## config.mk

```make
export PLATFORM = sky130hd
export DESIGN_NAME = countdown_timer_ctrl
export DESIGN_NICKNAME = d
export VERILOG_FILES = /design/src/rtl/countdown_timer_ctrl.sv
export SDC_FILE = /design/constraint.sdc
export NUM_CORES = 1
export LEC_CHECK = 0
export ABC_AREA = 1
export CORE_ASPECT_RATIO = 0.75
export CORE_MARGIN = 10
export CORE_UTILIZATION = 40
export DETAILED_ROUTE_END_ITERATION = 16
export PLACE_DENSITY = 0.68
export SYNTH_ARGS = -nofsm -noshare
export SYNTH_HDL_FRONTEND = slang
export SYNTH_SLANG_ARGS = --single-unit
```

## constraint.sdc

```tcl
create_clock -name clk -period 1.7 [get_ports clk]
set_input_delay 0.425 -clock clk [delete_from_list [all_inputs] [get_ports clk]]
set_output_delay 0.425 -clock clk [all_outputs]
set_load 0.02 [all_outputs]
```

## src/rtl/countdown_timer_ctrl.sv

```systemverilog
// countdown_timer_ctrl: keypad entry, load and tick sequencer for a cascaded BCD countdown chain.
// Define COUNTDOWN_TIMER_CTRL_ALARM_BLINK_EN to blink alarm in DONE from the free-running prescaler.
module countdown_timer_ctrl #(
  parameter int TICK_DIV   = 10,
  parameter int NUM_DIGITS = 4
) (
  input  logic                    clk,
  input  logic                    rst,
  input  logic                    key_valid,
  input  logic [3:0]              key_data,
  input  logic                    start,
  input  logic                    stop,
  input  logic                    clear,
  input  logic                    chain_tout,
  output logic [4*NUM_DIGITS-1:0] digit_data,
  output logic [NUM_DIGITS-1:0]   digit_load,
  output logic                    dec_pulse,
  output logic                    chain_noborrow,
  output logic [3:0]              entry_cnt,
  output logic                    running,
  output logic                    done,
  output logic                    alarm
);
  localparam int BW = 4 * NUM_DIGITS;
  localparam int PW = $clog2(TICK_DIV);
  localparam logic [PW-1:0] TC = PW'(TICK_DIV - 1);
  localparam logic [3:0] ND = 4'(NUM_DIGITS);
  typedef enum logic [2:0] {IDLE, ENTRY, LOAD, RUN, PAUSE, DONE} state_t;
  state_t state_q, state_d;
  logic [BW-1:0] buf_q, buf_d;
  logic [3:0] cnt_q, cnt_d;
  logic [PW-1:0] pre_q, pre_d;
  logic running_q, done_q, alarm_q, alarm_d;
  logic tc, go, key_ok;
  assign tc = pre_q == TC;
  assign go = start && !stop;
  assign key_ok = key_valid && !start && !stop && key_data <= 4'd9 && cnt_q < ND &&
                  (state_q == IDLE || state_q == ENTRY);
  always_ff @(posedge clk or negedge rst)
    if (!rst) begin
      state_q   <= IDLE;
      buf_q     <= '0;
      cnt_q     <= '0;
      pre_q     <= '0;
      running_q <= 1'b0;
      done_q    <= 1'b0;
      alarm_q   <= 1'b0;
    end else begin
      state_q   <= state_d;
      buf_q     <= buf_d;
      cnt_q     <= cnt_d;
      pre_q     <= pre_d;
      running_q <= state_d == RUN;
      done_q    <= state_d == DONE;
      alarm_q   <= alarm_d;
    end
  always_comb begin
    state_d = state_q;
    if (clear) state_d = IDLE;
    else
      case (state_q)
        IDLE, ENTRY: state_d = (go && |buf_q) ? LOAD : key_ok ? ENTRY : state_q;
        LOAD:        state_d = RUN;
        RUN:         state_d = stop ? PAUSE : chain_tout ? DONE : RUN;
        PAUSE:       state_d = go ? RUN : PAUSE;
        DONE:        state_d = go ? LOAD : DONE;
        default:     state_d = IDLE;
      endcase
  end
  always_comb begin
    buf_d = clear ? '0 : key_ok ? (buf_q << 4) | BW'(key_data) : buf_q;
    cnt_d = clear ? '0 : cnt_q + 4'(key_ok);
    pre_d = '0;
    case (state_q)
      RUN:     pre_d = stop ? pre_q : (chain_tout || tc) ? '0 : pre_q + PW'(1);
      PAUSE:   pre_d = pre_q;
`ifdef COUNTDOWN_TIMER_CTRL_ALARM_BLINK_EN
      DONE:    pre_d = tc ? '0 : pre_q + PW'(1);
`endif
      default: pre_d = '0;
    endcase
    if (clear) pre_d = '0;
`ifdef COUNTDOWN_TIMER_CTRL_ALARM_BLINK_EN
    alarm_d = (state_q == DONE && state_d == DONE) ? alarm_q ^ tc : 1'b0;
`else
    alarm_d = state_d == DONE;
`endif
  end
  // A tick is withheld on any cycle that leaves RUN, so a paused or timed-out chain never sees it.
  always_comb begin
    digit_load = {NUM_DIGITS{state_q == LOAD}};
    dec_pulse  = state_q == RUN && tc && !clear && !stop && !chain_tout;
  end
  assign digit_data     = buf_q;
  assign chain_noborrow = 1'b1;
  assign entry_cnt      = cnt_q;
  assign running        = running_q;
  assign done           = done_q;
  assign alarm          = alarm_q;
endmodule

```

== Word level (Yosys, flattened, before mapping) ==
Index checks and enable logic that the tools add are counted.

* Word-level logic and storage cells: 58
* Output and inout bits: 29
* Register bits: 29

* Bitwise gates (word level): 1
* Multiplexer cells: 15
* Reduce and logical (&&, ||, !) cells: 22
* Magnitude comparators: 2
* Eq/ne operators: 10
* $add $sub $neg: 2

{| class="wikitable"
|+ Operators with widths
! operator !! count
|-
| 2-to-1 mux 16 bit || 2
|-
| 2-to-1 mux 3 bit || 7
|-
| 2-to-1 mux 4 bit || 4
|-
| OR 16 x 4 -> 16 bit || 1
|-
| OR reduction 16 bit || 1
|-
| case mux 3 bit (5 select lines) || 1
|-
| logical AND 1 bit || 11
|-
| equality test 3 x 2 -> 1 bit (second input constant) || 3
|-
| equality test 3 bit (second input constant) || 3
|-
| case mux 4 bit (2 select lines) || 1
|-
| adder 4 x 1 -> 4 bit || 1
|-
| adder 4 x 1 -> 4 bit (second input constant) || 1
|-
| equality test 4 bit (second input constant) || 1
|-
| <= comparator 4 bit (second input constant) || 1
|-
| zero test 1 bit || 4
|-
| less-than comparator 4 x 3 -> 1 bit (second input constant) || 1
|-
| equality test 3 x 1 -> 1 bit (second input constant) || 1
|-
| zero test 3 bit || 1
|-
| inequality test 3 bit (second input constant) || 1
|-
| logical OR 1 bit || 2
|-
| inequality test 2 bit (second input constant) || 1
|-
| AND reduction 2 bit || 1
|-
| nonzero test 2 bit || 1
|-
| OR reduction 2 bit || 1
|}

== Longest topological paths before layout ==
* Depth in word-level cells: 11
* Gate-level depth with buffers: 10
* Gate-level depth less buffers: 10

== Worst setup path before layout ==
OpenSTA, ideal clock, no wires.

* Path type: flip-flop to output port
* From: reg pre_q[1]
* To: out dec_pulse
* Buffers on the path: 0
* Data arrival time: 1336 ps
* Slack: -61 ps
* Stages on the path, launching flop included: 5
* Cells stage by stage: dfrtp_1 > inv_1 > ha_1 > nand3_1 > nor4_1

* Cells in the longest elaborated chain, start to end: 5

{| class="wikitable"
|+ Ends and longest elaborated chain
! what !! line !! source
|-
| start: declaration || 32 || <nowiki>logic [PW-1:0] pre_q, pre_d;</nowiki>
|-
| start signal: assignment || 52 || <nowiki>pre_q <= pre_d;</nowiki>
|-
| equality test 4 bit || 35 || <nowiki>assign tc = pre_q == TC;</nowiki>
|-
| logical AND 1 bit (4 in a row) || 92 || <nowiki>dec_pulse = state_q == RUN && tc && !clear && !stop && !chain_tout;</nowiki>
|-
| end: declaration || 17 || <nowiki>output logic dec_pulse,</nowiki>
|}

No other way between the ends.

== Worst setup path in the final report ==
Ends and elaborated chain as after synthesis.

==> summary.md <==
| Metric | Value |
|---|---|
| Status | finished, violations left |
| Failing checks | negative setup slack |
| FFs w/ async S/R, synth | 100% |
| Final nets | 264 |
| Antenna Cells | 0 |
| Core Box Area | 3680 µm² |
| Top-count cell post-synth | nand2_1 |
| TritonCTS clock tree | done |
| Max_cap viols | 0 |
| DR pass1 iterations | 4 |
| Syn nets | 208 |
| Synth cell count leaders | nand2_1 (65), dfrtp_1 (29), nor2_1 (25), inv_1 (20), nand3_1 (9) |
| Initial drt markers | 87 |
| Synth Register Bits | 29 |
| Critical path fanouts, max | 2 |
| Drt drc | 0 |
| Tightest Hold Check Type | reg -> reg |
| Row Count | 19 |
| Port buffer count | 38 |
| Via count | 1,325 |
| Power per cell area | 638 nW/µm² |
| DRT Wirelength | 3470 µm |
| Mean Syn Cell Area | 7.98 µm² |
| Clock Latency Late Sink | 0.28 ns |
| Total CTS buffers | 5 |
| WL/cell | 11.6 µm |
| Total power | 1.37 mW |
| # H-tree levels | 2 |
| Dominant cells by area after synthesis | dfrtp_1 (47%), nand2_1 (16%), nor2_1 (6.1%) |
| Post-synthesis sequential area ratio | 47.1% |
| Worst setup SP type | flip-flop |
| Die Span X | 91.7 µm |
| CTS max path bufs | 2 |
| Hold Buf Count CTS | 0 |
| Worst setup path class | reg -> out |
| Syn. warnings | 0 |
| Starting Density | 41.8% |
| Unrepaired setup endpoints after global routing | true |
| Total track usage | 11.1% |
| Vias/cell | 4.42 |
| Finished Layout Cells | 300 |
| Final WS setup | -0.0701 ns |
| Fin. Hold Viols | 0 |
| Crit share post-route | 104% |
| Post-layout min period | 1.77 ns |
| Post-synth EDFFs | 0 |
| Die area | 6760 µm² |
| CP Data Arrival Time | 1.35 ns |
| Die H | 73.7 µm |
| I/O Pins | 40 |
| Setup violations, final | 1 |
| Leakage | 1.32 nW |
| Max-slew violations | 0 |
| Grt ovf | 0 |
| Inst Count DP | 293 |
| Antenna violations before repair | 0 |
| RePlAce Congestion | 0.778 |
| Max frequency | 0.565 GHz |
| Required time of the critical path | 1.27 ns |
| Share of layout cells above drive strength 1 | 21.8% |
| Worst-path clk slew | 0.06 ns |
| Area share of the largest cell type after synthesis | 47.1% |
| Synth cell types | 24 |
| Vias in the first global route | 1,321 |
| Clock sinks | 29 |
| Layout area overhead | 39.0% |
| Peak VDD IR | 0.517 mV |
| DRT antenna net count | 0 |
| CTS root buffer | clkbuf_8 |
| Layout fillers | 352 |
| First-pass GRT wire length | 6040 µm |
| Synthesized area | 1540 µm² |
| Post-synth top area cell | dfrtp_1 |
| Detailed Place HPWL | 2690 µm |
| Largest net degree at the start of global routing | 30 |
| Cell count after synthesis | 193 |
| CP Capture Type | primary output |
| Final setup skew | 0.00846 ns |
| Dominant synthesized flop cell | dfrtp_1 |
timing repair:
item                       CTS  global route
resized for setup           46            10
buffers inserted             0             1
pin swaps                    2             2
setup endpoints to repair   23             9
hold endpoints to repair     0             0
per-stage QoR:
| step | worst slack, ns | cell area, µm² | setup TNS [ns] | hold WS, ns | util (%) |
|---|---|---|---|---|---|
| after floorplan | 0.149 | 1550 | 0 | 0.129 | - |
| after global placement | -0.614 | 2060 | -5.03 | 0.484 | 55.8 |
| after detailed placement | -0.688 | 2060 | -5.48 | 0.486 | 55.8 |
| after CTS | -0.114 | 2100 | -0.114 | 0.496 | 57.1 |
| after global routing | -0.148 | 2140 | -0.148 | 0.512 | 58.1 |
| final | -0.0701 | 2140 | -0.0701 | 0.491 | 58.1 |
final timing paths:
kind / slack [ns] / end / from / cells after the start
setup / recovery: -0.07 / dec_pulse / pre_q[1] / 5
hold / removal: 0.49 / digit_data[14] / digit_data[14] / 2
setup reg to reg: 0.13 / entry_cnt[2] / state_q[1] / 10
hold reg to reg: 0.49 / digit_data[14] / digit_data[14] / 2
max in group asynchronous: 0.89 / pre_q[0] / rst / 2
min in group asynchronous: 0.54 / digit_data[2] / rst / 2
cell families (layout without fill, tap and decap cells):
| family | count (synthesis) | in the layout | share of synthesized area (%) |
|---|---|---|---|
| AO/OA/AOI/OAI | 12 | 12 | 4.55 |
| XOR/XNOR | 1 | 1 | 0.569 |
| adder cells (fa/ha/maj) | 4 | 4 | 3.25 |
| buffers and inverters | 35 | 90 | 11.4 |
| flip-flops | 29 | 29 | 47.1 |
| other | 1 | 1 | 0.243 |
| AND/OR/NAND/NOR | 111 | 111 | 32.9 |
worst max-delay path, stage by stage, from the launching register on:
cell	delay, ns
dfrtp_1	0.37
inv_1	0.06
ha_2	0.17
nand3_2	0.09
nor4_4	0.22
buf_4	0.18
state kept, by name, indices dropped and copies added (netlist names):
signal      count
entry_cnt       4
digit_data     16
alarm           1
pre_q           4
state_q         3
running         1
area by class of cell:
cell class | count | area (µm²) | share of cell area, %
Timing Repair Buffer | 57 | 497 | 23.2
Sequential cell | 29 | 726 | 33.9
Clock buffer | 5 | 68.8 | 3.21
Inverter | 27 | 104 | 4.85
Multi-Input combinational cell | 129 | 676 | 31.6
Tap cell | 52 | 65.1 | 3.04
Clock inverter | 1 | 5.00 | 0.234
metal layers:
layer	part of all wire, %	GRT usage, %	routed length (µm)
met4	1.8	5.72	61
met3	8.1	4.68	282
met2	42	16.6	1450
met1	48	13.4	1680
met5	0	0	0
cell usage in the layout (no fill, tap or decap), types with 2 or more instances in the layout:
| cell | instances |
|---|---|
| nor2_1 | 25 |
| nor2_4 | 2 |
| a21oi_1 | 5 |
| nand2_2 | 3 |
| nand2_1 | 64 |
| ha_2 | 2 |
| nor2_8 | 2 |
| clkbuf_8 | 5 |
| dlymetal6s2s_1 | 6 |
| nor2_2 | 2 |
| buf_2 | 4 |
| a22oi_1 | 3 |
| buf_4 | 19 |
| inv_1 | 19 |
| clkdlybuf4s50_1 | 9 |
| inv_2 | 7 |
| nand3_1 | 8 |
| dlygate4sd2_1 | 18 |
| dfrtp_1 | 29 |
| ha_1 | 2 |
where the power goes:
group          internal, mW  switching, mW
sequential            0.698        0.00602
combinational        0.0687         0.0942
clock                 0.268          0.233
Power figures use the tool's default switching activity.
